<file path="src/rtl/custom_axi_ip_pkg.sv">
// Shared types and constants for the custom AXI IP core and its host register file.
// Holds the core state encoding, the register map offsets, STATUS/CTRL bit
// positions and the AXI response codes used by custom_axi_ip_regs.
package custom_axi_ip_pkg;

  // Core state as reported on core_status_i
  typedef enum logic [1:0] {
    ST_IDLE  = 2'd0,
    ST_BUSY  = 2'd1,
    ST_DONE  = 2'd2,
    ST_ERROR = 2'd3
  } status_e;

  // Register byte offsets; decode uses bits [3:2]
  localparam logic [3:0] CTRL_OFFS     = 4'h0;
  localparam logic [3:0] DATA_IN_OFFS  = 4'h4;
  localparam logic [3:0] DATA_OUT_OFFS = 4'h8;
  localparam logic [3:0] STATUS_OFFS   = 4'hC;

  // CTRL bit positions
  localparam int unsigned CTRL_START_BIT  = 0;
  localparam int unsigned CTRL_IRQ_EN_BIT = 1;

  // STATUS bit positions
  localparam int unsigned STATUS_STATE_LSB = 0;
  localparam int unsigned STATUS_STATE_MSB = 1;
  localparam int unsigned STATUS_DONE_BIT  = 2;
  localparam int unsigned STATUS_ERR_BIT   = 3;
  localparam int unsigned STATUS_REJ_BIT   = 4;

  // AXI response codes
  localparam logic [1:0] RESP_OKAY   = 2'b00;
  localparam logic [1:0] RESP_SLVERR = 2'b10;

endpackage

</file>
<file path="src/rtl/custom_axi_ip_regs.sv">
// AXI4-Lite slave register file in front of the custom AXI IP core.
// Holds the operand (DATA_IN), issues a one-cycle start pulse on enable_o,
// exposes the live core result/state and keeps sticky DONE/ERROR/START_REJECTED
// flags. Optional feature macro: CUSTOM_AXI_IP_REGS_IRQ_EN adds CTRL[1]
// IRQ_ENABLE and a registered irq_o output.
module custom_axi_ip_regs
  import custom_axi_ip_pkg::*;
#(
  parameter int unsigned DATA_WIDTH = 32,
  parameter int unsigned ADDR_WIDTH = 4
) (
  input  logic                    clk_i,
  input  logic                    rst_ni,
  // write address channel
  input  logic [ADDR_WIDTH-1:0]   s_awaddr,
  input  logic                    s_awvalid,
  output logic                    s_awready,
  // write data channel
  input  logic [DATA_WIDTH-1:0]   s_wdata,
  input  logic [DATA_WIDTH/8-1:0] s_wstrb,
  input  logic                    s_wvalid,
  output logic                    s_wready,
  // write response channel
  output logic [1:0]              s_bresp,
  output logic                    s_bvalid,
  input  logic                    s_bready,
  // read address channel
  input  logic [ADDR_WIDTH-1:0]   s_araddr,
  input  logic                    s_arvalid,
  output logic                    s_arready,
  // read data channel
  output logic [DATA_WIDTH-1:0]   s_rdata,
  output logic [1:0]              s_rresp,
  output logic                    s_rvalid,
  input  logic                    s_rready,
  // core interface
  output logic [DATA_WIDTH-1:0]   ipreg_data_o,
  output logic                    enable_o,
  input  logic [DATA_WIDTH-1:0]   core_data_i,
  input  status_e                 core_status_i
`ifdef CUSTOM_AXI_IP_REGS_IRQ_EN
  ,
  output logic                    irq_o
`endif
);

  localparam int unsigned DW = DATA_WIDTH;
  localparam int unsigned SW = DATA_WIDTH / 8;

  // write channel state
  logic                  r_aw_lat;
  logic                  r_w_lat;
  logic                  r_awready;
  logic                  r_wready;
  logic                  r_bvalid;
  logic [1:0]            r_bresp;
  logic [ADDR_WIDTH-1:0] r_awaddr;
  logic [DW-1:0]         r_wdata;
  logic [SW-1:0]         r_wstrb;

  // read channel state
  logic                  r_arready;
  logic                  r_rvalid;
  logic [1:0]            r_rresp;
  logic [DW-1:0]         r_rdata;

  // register contents
  logic [DW-1:0]         r_data_in;
  logic                  r_enable;
  logic                  r_done_sticky;
  logic                  r_err_sticky;
  logic                  r_start_rej;
  status_e               r_prev_status;

  // write-path combinational signals
  logic                  w_aw_hs;
  logic                  w_w_hs;
  logic                  w_b_hs;
  logic                  w_aw_have;
  logic                  w_w_have;
  logic                  w_commit;
  logic                  w_aw_lat_nxt;
  logic                  w_w_lat_nxt;
  logic                  w_bvalid_nxt;
  logic [ADDR_WIDTH-1:0] w_awaddr_eff;
  logic [DW-1:0]         w_wdata_eff;
  logic [SW-1:0]         w_wstrb_eff;
  logic                  w_wr_oob;
  logic                  w_wr_ok;
  logic                  w_wr_ctrl;
  logic                  w_wr_data_in;
  logic                  w_wr_status;
  logic                  w_start_req;
  logic                  w_core_idle;
  logic                  w_w1c_en;
  logic                  w_done_set;
  logic                  w_err_set;

  // read-path combinational signals
  logic                  w_ar_hs;
  logic                  w_rvalid_nxt;
  logic                  w_rd_oob;
  logic [DW-1:0]         w_rd_word;

`ifdef CUSTOM_AXI_IP_REGS_IRQ_EN
  logic                  r_irq_en;
  logic                  r_irq;
`endif

  // AW/W may arrive together or apart; a beat arriving this cycle counts as latched
  assign w_aw_hs      = s_awvalid & r_awready;
  assign w_w_hs       = s_wvalid & r_wready;
  assign w_b_hs       = r_bvalid & s_bready;
  assign w_aw_have    = r_aw_lat | w_aw_hs;
  assign w_w_have     = r_w_lat | w_w_hs;
  assign w_awaddr_eff = r_aw_lat ? r_awaddr : s_awaddr;
  assign w_wdata_eff  = r_w_lat ? r_wdata : s_wdata;
  assign w_wstrb_eff  = r_w_lat ? r_wstrb : s_wstrb;
  assign w_commit     = w_aw_have & w_w_have & ~r_bvalid;

  // Latches hold until the B handshake so no second transaction is accepted early
  assign w_aw_lat_nxt = w_b_hs ? 1'b0 : w_aw_have;
  assign w_w_lat_nxt  = w_b_hs ? 1'b0 : w_w_have;
  assign w_bvalid_nxt = w_commit | (r_bvalid & ~s_bready);

  // Write decode; anything at or above 0x10 is out of range
  assign w_wr_oob     = |(w_awaddr_eff >> 4);
  assign w_wr_ok      = w_commit & ~w_wr_oob;
  assign w_wr_ctrl    = w_wr_ok & (w_awaddr_eff[3:2] == CTRL_OFFS[3:2]);
  assign w_wr_data_in = w_wr_ok & (w_awaddr_eff[3:2] == DATA_IN_OFFS[3:2]);
  assign w_wr_status  = w_wr_ok & (w_awaddr_eff[3:2] == STATUS_OFFS[3:2]);

  // Start request and sticky flag set/clear terms
  assign w_core_idle  = (core_status_i == ST_IDLE);
  assign w_start_req  = w_wr_ctrl & w_wdata_eff[CTRL_START_BIT] & w_wstrb_eff[0];
  assign w_w1c_en     = w_wr_status & w_wstrb_eff[0];
  assign w_done_set   = (r_prev_status == ST_DONE);
  assign w_err_set    = (core_status_i == ST_ERROR);

  // Write address/data acceptance and response generation
  always_ff @(posedge clk_i or negedge rst_ni) begin
    if (!rst_ni) begin
      r_aw_lat  <= 1'b0;
      r_w_lat   <= 1'b0;
      r_awready <= 1'b0;
      r_wready  <= 1'b0;
      r_bvalid  <= 1'b0;
      r_bresp   <= RESP_OKAY;
      r_awaddr  <= '0;
      r_wdata   <= '0;
      r_wstrb   <= '0;
    end else begin
      r_aw_lat  <= w_aw_lat_nxt;
      r_w_lat   <= w_w_lat_nxt;
      r_awready <= ~w_aw_lat_nxt & ~w_bvalid_nxt;
      r_wready  <= ~w_w_lat_nxt & ~w_bvalid_nxt;
      r_bvalid  <= w_bvalid_nxt;
      if (w_aw_hs) begin
        r_awaddr <= s_awaddr;
      end
      if (w_w_hs) begin
        r_wdata <= s_wdata;
        r_wstrb <= s_wstrb;
      end
      if (w_commit) begin
        r_bresp <= w_wr_oob ? RESP_SLVERR : RESP_OKAY;
      end
    end
  end

  // Register file update, start pulse and sticky flags (set wins over W1C)
  always_ff @(posedge clk_i or negedge rst_ni) begin
    if (!rst_ni) begin
      r_data_in     <= '0;
      r_enable      <= 1'b0;
      r_done_sticky <= 1'b0;
      r_err_sticky  <= 1'b0;
      r_start_rej   <= 1'b0;
      r_prev_status <= ST_IDLE;
    end else begin
      for (int unsigned b = 0; b < SW; b++) begin
        if (w_wr_data_in && w_wstrb_eff[b]) begin
          r_data_in[b*8 +: 8] <= w_wdata_eff[b*8 +: 8];
        end
      end
      r_enable      <= w_start_req & w_core_idle;
      r_prev_status <= core_status_i;
      r_done_sticky <= w_done_set |
                       (r_done_sticky & ~(w_w1c_en & w_wdata_eff[STATUS_DONE_BIT]));
      r_err_sticky  <= w_err_set |
                       (r_err_sticky & ~(w_w1c_en & w_wdata_eff[STATUS_ERR_BIT]));
      r_start_rej   <= (w_start_req & ~w_core_idle) |
                       (r_start_rej & ~(w_w1c_en & w_wdata_eff[STATUS_REJ_BIT]));
    end
  end

`ifdef CUSTOM_AXI_IP_REGS_IRQ_EN
  // IRQ enable bit and registered interrupt output
  always_ff @(posedge clk_i or negedge rst_ni) begin
    if (!rst_ni) begin
      r_irq_en <= 1'b0;
      r_irq    <= 1'b0;
    end else begin
      if (w_wr_ctrl && w_wstrb_eff[0]) begin
        r_irq_en <= w_wdata_eff[CTRL_IRQ_EN_BIT];
      end
      r_irq <= r_irq_en & (r_done_sticky | r_err_sticky);
    end
  end

  assign irq_o = r_irq;
`endif

  // Read handshake and address range check
  assign w_ar_hs      = s_arvalid & r_arready;
  assign w_rvalid_nxt = w_ar_hs | (r_rvalid & ~s_rready);
  assign w_rd_oob     = |(s_araddr >> 4);

  // Read data mux; samples pre-write register values
  always_comb begin
    w_rd_word = '0;
    if (!w_rd_oob) begin
      case (s_araddr[3:2])
        CTRL_OFFS[3:2]: begin
`ifdef CUSTOM_AXI_IP_REGS_IRQ_EN
          w_rd_word[CTRL_IRQ_EN_BIT] = r_irq_en;
`endif
        end
        DATA_IN_OFFS[3:2]:  w_rd_word = r_data_in;
        DATA_OUT_OFFS[3:2]: w_rd_word = core_data_i;
        STATUS_OFFS[3:2]: begin
          w_rd_word[STATUS_STATE_MSB:STATUS_STATE_LSB] = core_status_i;
          w_rd_word[STATUS_DONE_BIT]                   = r_done_sticky;
          w_rd_word[STATUS_ERR_BIT]                    = r_err_sticky;
          w_rd_word[STATUS_REJ_BIT]                    = r_start_rej;
        end
        default: w_rd_word = '0;
      endcase
    end
  end

  // Read address acceptance and held read response
  always_ff @(posedge clk_i or negedge rst_ni) begin
    if (!rst_ni) begin
      r_arready <= 1'b0;
      r_rvalid  <= 1'b0;
      r_rresp   <= RESP_OKAY;
      r_rdata   <= '0;
    end else begin
      r_arready <= ~w_rvalid_nxt;
      r_rvalid  <= w_rvalid_nxt;
      if (w_ar_hs) begin
        r_rdata <= w_rd_word;
        r_rresp <= w_rd_oob ? RESP_SLVERR : RESP_OKAY;
      end
    end
  end

  assign s_awready    = r_awready;
  assign s_wready     = r_wready;
  assign s_bvalid     = r_bvalid;
  assign s_bresp      = r_bresp;
  assign s_arready    = r_arready;
  assign s_rvalid     = r_rvalid;
  assign s_rresp      = r_rresp;
  assign s_rdata      = r_rdata;
  assign ipreg_data_o = r_data_in;
  assign enable_o     = r_enable;

endmodule

</file>
<file path="config.mk">
export PLATFORM = sky130hd
export DESIGN_NAME = custom_axi_ip_regs
export DESIGN_NICKNAME = d
export VERILOG_FILES = /design/src/rtl/custom_axi_ip_pkg.sv /design/src/rtl/custom_axi_ip_regs.sv
export SDC_FILE = /design/constraint.sdc
export NUM_CORES = 1
export LEC_CHECK = 0
export ABC_AREA = 1
export ABC_CLOCK_PERIOD_IN_PS = 1800
export CORE_MARGIN = 4
export CORE_UTILIZATION = 40
export DETAILED_ROUTE_END_ITERATION = 8
export MAX_ROUTING_LAYER = met4
export PLACE_DENSITY = 0.82
export SLEW_MARGIN = 20
export SYNTH_ARGS = -nofsm -noshare
export SYNTH_HDL_FRONTEND = slang
export SYNTH_SLANG_ARGS = --single-unit
export TNS_END_PERCENT = 1
</file>
<file path="constraint.sdc">
create_clock -name clk_i -period 1.8 [get_ports clk_i]
set_input_delay 0.27 -clock clk_i [delete_from_list [all_inputs] [get_ports clk_i]]
set_output_delay 0.27 -clock clk_i [all_outputs]
set_load 0.03 [all_outputs]
</file>
==> impl_metrics.env <==
export IMPL_run_status="finished clean"
export IMPL_cts_root_buf="clkbuf_16"
export IMPL_cap_violations=0
export IMPL_ios=159
export IMPL_period_share_pct=98.3
export IMPL_p_leak_uw=0.00407
export IMPL_cts_max_path_buffers=2
export IMPL_finalSetupViolations=0
export IMPL_die_h_um=123
export IMPL_first_pass_iters=5
export IMPL_synth_cells=626
export IMPL_htree_num_levels=4
export IMPL_final_common_cell="nand2_1"
export IMPL_row_count=41
export IMPL_clkTransAtPathRegs_ns=0.06
export IMPL_dpl_hpwl_um=10400
export IMPL_reg2reg_slack_ns=0.29
export IMPL_reg2reg_from="r_aw_lat"
export IMPL_required_ns=1.53
export IMPL_fin_crit_ns=1.77
export IMPL_grt_pass1_vias=4637
export IMPL_crit_arrival_ns=1.50
export IMPL_path_class="flip-flop to output port"
export IMPL_final_cell_mix="230 x nand2_1, 125 x clkdlybuf4s50_1, 114 x dfrtp_1"
export IMPL_synth_area_mm2=0.00529
export IMPL_routabilityCongestion=0.842
export IMPL_avgSynthCellArea_um2=8.44
export IMPL_clk_latency_ns=0.41
export IMPL_hold_viol=0
export IMPL_max_stage_delay_ns=0.70
export IMPL_worstMarginPinSlew_ns=0.510
export IMPL_viasPerCell=4.89
export IMPL_powerDensity_mw_per_mm2=1490
export IMPL_cp_startpoint="ipreg_data_o[17]"
export IMPL_fmax_ghz=0.565
export IMPL_p_total_uw=11600
export IMPL_cp_end_kind="output port"
export IMPL_dieArea_mm2=0.0151
export IMPL_grt_usage_pct=20.1
export IMPL_grt_max_degree=57
export IMPL_wl_per_cell_um=14.9
export IMPL_rsz0062_at_grt="false"
export IMPL_yosysTopAreaCell="dfrtp_1"
export IMPL_start_util_pct=41.4
export IMPL_drv_slew=0
export IMPL_synth_cell_types=23
export IMPL_core_area_mm2=0.0128
export IMPL_peakVddDrop_mv=0.696
export IMPL_cp_top_family="buffers and inverters"
export IMPL_max_slew_margin_pct=66.0
export IMPL_drc=0
export IMPL_drive_gt1_share_pct=9.27
export IMPL_cp_slowest_cell="clkdlybuf4s50_1"
export IMPL_start_kind="flip-flop"
export IMPL_vias=4746
export IMPL_routed_wl_um=14400
export IMPL_final_nets=874
export IMPL_clock_sinks=115
export IMPL_synth_yosys_seq_area_share_pct=54.4
export IMPL_fin_worst_skew_ns=0.0115
export IMPL_hold_path_class="primary input to asynchronous set/reset pin"
export IMPL_overflow=0
export IMPL_ys_ff_latch=115
export IMPL_worstPathCellList="clkdlybuf4s50_1"
export IMPL_synth_warning_count=0
export IMPL_cts_tree="built"
export IMPL_antenna_found_initial=0
export IMPL_cts_buffers=17
export IMPL_first_iter_violations=447
export IMPL_post_cts_setup_buffers=0
export IMPL_die_w_um=123
export IMPL_hold_slack_ns=0.388
export IMPL_grt_pass1_wl_um=23200
export IMPL_antenna_left=0
export IMPL_area_growth_pct=46.4
export IMPL_crit_buf_inv=1
export IMPL_yosys_top_cells_area="dfrtp_1 54%, nand2_1 16%, o21ai_0 6.6%"
export IMPL_diodes=0
export IMPL_crit_fanout=3
export IMPL_place_port_buffers=150
export IMPL_synth_top_area_share_pct=54.4
state kept, by name, summed over array words and instances (netlist names):
name           count
ipreg_data_o      32
r_wdata           32
s_rdata           32
r_wstrb            4
r_awaddr           2
r_prev_status      2
enable_o           1
r_aw_lat           1
r_done_sticky      1
r_err_sticky       1
r_start_rej        1
r_w_lat            1
s_arready          1
s_awready          1
s_bvalid           1
s_rvalid           1
s_wready           1
per-layer routing:
metal | track usage, % | up-vias | wire length [µm] | part of all wire [%]
met5 | - | - | 0 | 0
met3 | 3.89 | 14 | 883 | 6.1
met2 | 29.8 | 180 | 6630 | 46
met4 | 6.65 | 0 | 212 | 1.5
li1 | - | 2358 | - | -
met1 | 28.1 | 2194 | 6690 | 46
timing repair:
| action | CTS | global route |
|---|---|---|
| cloned | 0 | 0 |
| hold buffers | 1 | 0 |
| endpoints found under the hold margin | 35 | 0 |
| gates resized for setup | 8 | 16 |
| setup endpoints to repair | 8 | 16 |
Yosys cell counts:
cell type,number
o21ai_2,3
inv_2,4
inv_1,44
or2_2,1
a22o_1,32
mux2_2,2
nor2_8,1
dfrtp_1,115
nand2_2,4
buf_4,5
buf_1,3
clkbuf_1,22
a21oi_1,1
conb_1,1
buf_2,4
ha_1,4
nand3_1,69
nand3_4,1
o21ai_0,70
nand2_1,231
buf_6,3
o21ai_1,1
nor2_1,5
stage by stage:
step / cells / area [µm²] / utilization (%) / setup slack, ns / setup TNS (ns)
detailed placement: 937 / 7090 / 55.5 / -0.0372 / -0.267
global placement: 937 / 7090 / 55.5 / 0.0397 / 0
CTS: 970 / 7700 / 60.3 / 0.0000220 / 0
finish: 970 / 7740 / 60.6 / 0.0311 / 0
global route: 970 / 7740 / 60.6 / 0.00300 / 0
floorplan: 629 / 5300 / - / 0.283 / 0
power by group:
part	switching, µW	internal (µW)	total, µW
Combinational	2520	1600	4130
Sequential	603	3420	4020
Clock	1220	2190	3410
Total	4350	7210	11600
worst paths after layout:
check | to | cells after the start
worst min-delay path | r_wdata[9] | 2
worst max register to register | ipreg_data_o[23] | 8
min in group clk_i | r_prev_status[1] | 1
max in group asynchronous | s_rdata[31] | 3
worst min register to register | r_done_sticky | 2
worst max-delay path | ipreg_data_o[17] | 1
kinds of logic (layout without fill, tap and decap cells):
group                      after synthesis  in the layout  synth area share (%)
and+or+nand+nor                        312            312                  24.6
DFF                                    115            115                  54.4
AOI/OAI and AO/OA                      107            107                  12.6
buffers and inverters                   85            254                  6.91
adders and majority gates                4              4                 0.947
muxes                                    2              2                 0.426
other                                    1              4                0.0709
cell type report:
type / instances / area (µm²)
clock buffers: 17 / 425
clock inverters: 15 / 183
fillers: 1073 / 5030
inverters: 48 / 180
multi-input cells: 429 / 2060
flip-flops and latches: 115 / 2880
well taps: 172 / 215
repair buffers: 174 / 1800
(Power assumes the default switching activity.)
==> RTL edit 1 (same settings) <==
Build with the macro `CUSTOM_AXI_IP_REGS_IRQ_EN` defined.
--- a/src/rtl/custom_axi_ip_regs.sv
+++ b/src/rtl/custom_axi_ip_regs.sv
@@ -3,6 +3,8 @@
 // exposes the live core result/state and keeps sticky DONE/ERROR/START_REJECTED
 // flags. Optional feature macro: CUSTOM_AXI_IP_REGS_IRQ_EN adds CTRL[1]
 // IRQ_ENABLE and a registered irq_o output.
+`define CUSTOM_AXI_IP_REGS_IRQ_EN
+
 module custom_axi_ip_regs
   import custom_axi_ip_pkg::*;
 #(
Check against the original RTL (old outputs only; new: irq_o): not equivalent (Yosys sat finds a counterexample within 4 cycles, from zero or initial values and one cycle with rst_ni low).
==> RTL edit 1 against the unedited design <==
  * Sequential cell count grew 2
  * Final area up 1.2%
  * Total power increased by 4.6%
  * Combinational power rose by 15%
  * Routed wire length is 5.0% higher
  * Area after synthesis is 3.3% higher
  * Die area up 3.0%
  * Via count grew 3.7%
  * Worst setup slack gained 0.0021 ns
  * Global-route usage fell by 0.11 points
  * Core utilization is 1.7 points lower
  * Critical path type unchanged
==> RTL edit 1: results (changes against the unedited design) <==
Clocking
  • Post-CTS repair timing setup buffer count: 0 (unchanged)
  • CTS clock-pin slew for the worst setup and hold paths: roughly 0.050 ns
  • Clk_lat worst skew: 0.41 ns (about the same)

Timing
  • Fin Clk Skew: 0.00715 ns (was 0.0115 ns)
  • WHS: 0.353 ns (was 0.388 ns)
  • Period utilisation layout: 98.2% (was 98.3%)

Critical path
  • Maximum fanout count along the critical path: 3 (unchanged)
  • End of the worst register-to-register path: ipreg_data_o[3]$_DFFE_PN0P_ (was ipreg_data_o[23]$_DFFE_PN0P_)
  • Register-to-register setup slack: 0.19 ns (was 0.29 ns)
  • Timing endpoint of the critical path: ipreg_data_o[10] (was ipreg_data_o[17])
  • Max stage delay on crit path: between 0.6 and 0.7 ns
  • Cell family contributing the most delay on the critical path: buffers and inverters (unchanged)
  • Setup crit start: ipreg_data_o[10]$_DFFE_PN0P_ (was ipreg_data_o[17]$_DFFE_PN0P_)
  • Critical register-to-register path startpoint: r_w_lat$_DFF_PN0_ (was r_aw_lat$_DFF_PN0_)
  • Arrival @ worst endpoint: 1.50 ns (about the same)

Cells and area
  • Count of antenna diodes in the layout: 0 (unchanged)
  • Fraction of final layout cells sized beyond drive strength 1: 8.64% (was 9.27%)
  • Final nets: 890 (was 874)
  • Fill count: 1120 (was 1073)

Placement
  • Worst setup timing slack at the placement stage: -0.0474 ns (was -0.0372 ns)
  • Final HPWL DP: 11100 µm (was 10400 µm)
  • Port Buffers: 151 (was 150)
  • Cell Area, Placed: 7240 µm² (was 7090 µm²)
  • Gp weighted congestion: 0.868 (was 0.842)

Yosys
  • Number of enable flip-flop cells after synthesis: 0 (unchanged)
  • Most frequent cells after synthesis: nand2_1, dfrtp_1, o21ai_0 (unchanged)
  • Number of distinct library cells after synthesis: 26 (was 23)
  • Register area share after synthesis: 53.6% (was 54.4%)
  • Synth top area cells: dfrtp_1, nand2_1, o21ai_0 (unchanged)
  • Predominant post-synthesis flop cell: dfrtp_1 (unchanged)

Global route
  • Global-route wire length before repair: 24400 µm (was 23200 µm)
  • Gr usage total: 20.0% (was 20.1%)
  • Maximum number of pins on one net before global-route repair: 72 (was 57)
  • Number of global-route vias before repair: 4769 (was 4637)
  • Initial antenna violation count: 0 (unchanged)

Drt
  • Initial DRC count: 422 (was 447)
  • Post-Route WL: 15100 µm (was 14400 µm)
  • Initial DRT Pass Iterations: 5 (unchanged)
  • Routed via count divided by cell count: 4.99 (was 4.89)

Worst hold path
  • Worst min-delay path class: primary input to asynchronous set/reset pin (unchanged)

Pwr
  • Worst supply voltage drop on vdd: 749 µV (was 696 µV)
  • Leakage Power: 4.09 nW (was 4.07 nW)

Run status
  • Result of the run: finished, final reports clean (unchanged)
## RTL edit 1: cell types whose count changed in the layout (fill, tap and decap cells not counted), sizes merged, moves of 2 or more
| cell | unedited run | this run |
|---|---|---|
| buf | 24 | 21 |
| bufinv | 3 | 1 |
| nand3 | 70 | 74 |
| nor2 | 6 | 10 |
| a21oi | 1 | 3 |
| nand2 | 235 | 238 |
| clkbuf | 17 | 23 |
| dfrtp | 115 | 117 |
| clkinvlp | 4 | 0 |
| clkdlybuf4s50 | 125 | 127 |
## RTL edit 1: cells by family after synthesis
kind of cell	after synthesis	synth area share [%]
multiplexers	2	0.413
other	1	0.0687
buffers and inverters	90	7.38
flip-flops	117	53.6
AND/OR/NAND/NOR	324	25.3
AO/OA/AOI/OAI	108	12.2
adder cells (fa/ha/maj)	4	0.917
## RTL edit 1: stage by stage
| stage | instances | util [%] |
|---|---|---|
| after global placement | 957 | 54.5 |
| after floorplan | 649 | - |
| after detailed placement | 957 | 54.5 |
| after global routing | 986 | 58.9 |
| after CTS | 986 | 58.6 |
| final | 986 | 58.9 |
## RTL edit 1: repair_timing
action,CTS,global route
pin swaps,0,0
gates cloned,0,0
hold buffers,1,0
resized for setup,8,15
endpoints found under the hold margin,27,0
endpoints found under the setup margin,8,15
## RTL edit 1: how the worst min path moves through the flow
stage,depth (start not counted),to,startpoint
detailed placement,1,s_rdata[9]$_DFFE_PN0P_,rst_ni
floorplan,0,enable_o$_DFF_PN0_,rst_ni
finish,2,s_rdata[9]$_DFFE_PN0P_,rst_ni
CTS,2,s_rdata[9]$_DFFE_PN0P_,rst_ni
global placement,1,s_rdata[9]$_DFFE_PN0P_,rst_ni
global route,1,r_prev_status[1]$_DFF_PN0_,core_status_i[1]
## RTL edit 1: area by class of cell
type	instances	area [µm²]	area share, %
sequential	117	2930	37.4
multi-input combinational	442	2140	27.4
timing repair buffer	172	1800	22.9
clock buffer	23	498	6.36
tap	176	220	2.81
inverter	51	194	2.48
clock inverter	5	50.0	0.639
## RTL edit 1: where the power goes
group	leakage (nW)	switching, mW	internal (mW)	total (mW)
Clock	0.276	1.08	2.03	3.11
Combinational	2.32	2.89	1.85	4.73
Sequential	1.50	0.712	3.53	4.25
Total	4.09	4.67	7.42	12.1
## RTL edit 1: layer usage
layer  GRT usage (%)  up-vias  routed length, µm
li1                -     2403                  -
met1            26.0     2295               6800
met2            30.2      186               7120
met3            4.55       38                782
met4            8.86        0                429
met5               -        -                  0
==> RTL edit 2 (config.mk and constraints unchanged) <==
Made on the original files. Set the parameter `ADDR_WIDTH` to 5 (it was 4).
--- a/src/rtl/custom_axi_ip_regs.sv
+++ b/src/rtl/custom_axi_ip_regs.sv
@@ -7,7 +7,7 @@
   import custom_axi_ip_pkg::*;
 #(
   parameter int unsigned DATA_WIDTH = 32,
-  parameter int unsigned ADDR_WIDTH = 4
+  parameter int unsigned ADDR_WIDTH = 5
 ) (
   input  logic                    clk_i,
   input  logic                    rst_ni,
Ports: changed (resized s_araddr and s_awaddr); port bits go from 159 to 161. No check against the original RTL was run, so the function may have changed too.
==> RTL edit 2 against the unedited design <==
  * Via count up 6.7%
  * Total power up 2.1%
  * Routed wire length up 6.4%
  * Area after synthesis up 3.1%
  * Hold slack worse by 0.18 ns
  * Final area up 2.3%
  * Worst setup slack better by 0.0014 ns
  * Sequential cell count up 3
  * Critical path type unchanged
  * Highest routed layer unchanged
==> RTL edit 2: results (changes against the unedited design) <==
Timing
  • Fin Clk Skew: 0.00940 ns (was 0.0115 ns)
  • Crit path setup slack, layout: 0.0325 ns (was 0.0311 ns)
  • WHS: 0.206 ns (was 0.388 ns)
  • Worst Max-Slew Pin Slew: 0.636 ns (was 0.510 ns)

Yosys
  • Synth top area cells: dfrtp_1, nand2_1, o21ai_0 (unchanged)
  • Proportion of synthesized flip-flops having asynchronous set or reset: 100% (unchanged)
  • Number of instances in the synthesized netlist: 647 (was 626)
  • Register area share after synthesis: 54.2% (was 54.4%)
  • Most frequent cells after synthesis: nand2_1, dfrtp_1, o21ai_0 (unchanged)

Cells and area
  • Number of cells in the finished layout apart from fillers: 1000 (was 970)
  • Final nets: 903 (was 874)
  • Fraction of final layout cells sized beyond drive strength 1: 8.86% (was 9.27%)
  • Fill count: 1135 (was 1073)

Critical path
  • Timing endpoint of the critical path: ipreg_data_o[21] (was ipreg_data_o[17])
  • End of the worst register-to-register path: ipreg_data_o[12]$_DFFE_PN0P_ (was ipreg_data_o[23]$_DFFE_PN0P_)
  • Maximum fanout count along the critical path: 3 (unchanged)
  • Register-to-Register Path Depth: 6 (was 8)
  • Register-to-register setup slack: 0.04 ns (was 0.29 ns)
  • Setup crit start: ipreg_data_o[21]$_DFFE_PN0P_ (was ipreg_data_o[17]$_DFFE_PN0P_)
  • Cell family contributing the most delay on the critical path: buffers and inverters (unchanged)

Pwr
  • Power drawn by the sequential cells: 4.15 mW (was 4.02 mW)
  • Total power per unit cell area: 1490 nW/µm² (about the same)
  • Leakage Power: 4.07 nW (about the same)
  • Net switching power: 4.56 mW (was 4.35 mW)
  • Worst supply voltage drop on vdd: 703 µV (was 696 µV)
  • Proportion of power drawn by the clock network: 26.5% (was 29.5%)

Placement
  • Gp weighted congestion: 0.849 (was 0.842)
  • Final HPWL DP: 11000 µm (was 10400 µm)
  • Worst setup timing slack at the placement stage: -0.437 ns (was -0.0372 ns)
  • Port Buffers: 154 (was 150)
  • Number of cells after detailed placement: 964 (was 937)
  • Cell Area, Placed: 7320 µm² (was 7090 µm²)

Drt
  • Met3 routed WL: 879 µm (was 883 µm)
  • Initial DRC count: 488 (was 447)
  • Met1 layer wirelength in the final routing: 7050 µm (was 6690 µm)
  • Vias: 5062 (was 4746)
  • Post-Route WL: 15300 µm (was 14400 µm)
  • Met2 layer wire length in the routed design: 7110 µm (was 6630 µm)

Global route
  • Met1 Use GR: 26.9% (was 28.1%)
  • Met2 Resource Use GR: 30.1% (was 29.8%)
  • Global-route wire length before repair: 24500 µm (was 23200 µm)
  • Maximum number of pins on one net before global-route repair: 72 (was 57)
  • Met3 usage in global routing: 4.42% (was 3.89%)
  • Number of global-route vias before repair: 4739 (was 4637)
  • Gr usage total: 20.0% (was 20.1%)

Run status
  • Result of the run: finished, final reports clean (unchanged)
[RTL edit 2: what timing repair did]
action | in CTS | in global routing
endpoints found under the hold margin | 118 | 0
buffers inserted | 3 | 0
cloned | 1 | 0
gates resized for setup | 14 | 10
pin swaps | 1 | 0
endpoints found under the setup margin | 46 | 41
hold buffers | 1 | 0
[RTL edit 2: cell type report]
type / instances / area (µm²) / share of cell area [%]
Multi-Input combinational cell: 439 / 2120 / 26.8
Tap cell: 176 / 220 / 2.78
Clock buffer: 22 / 474 / 5.99
Clock inverter: 9 / 77.6 / 0.980
Timing Repair Buffer: 184 / 1870 / 23.7
Sequential cell: 118 / 2950 / 37.3
Inverter: 52 / 195 / 2.47
[RTL edit 2: logic make-up (layout without fill, tap and decap cells)]
group | after synthesis | after routing | synth area share, %
simple gates | 318 | 319 | 24.6
flops | 118 | 118 | 54.2
compound gates | 112 | 112 | 12.6
buf+inv | 92 | 267 | 7.23
fa+ha+maj | 4 | 4 | 0.918
mux | 2 | 2 | 0.413
other cells | 1 | 2 | 0.0688
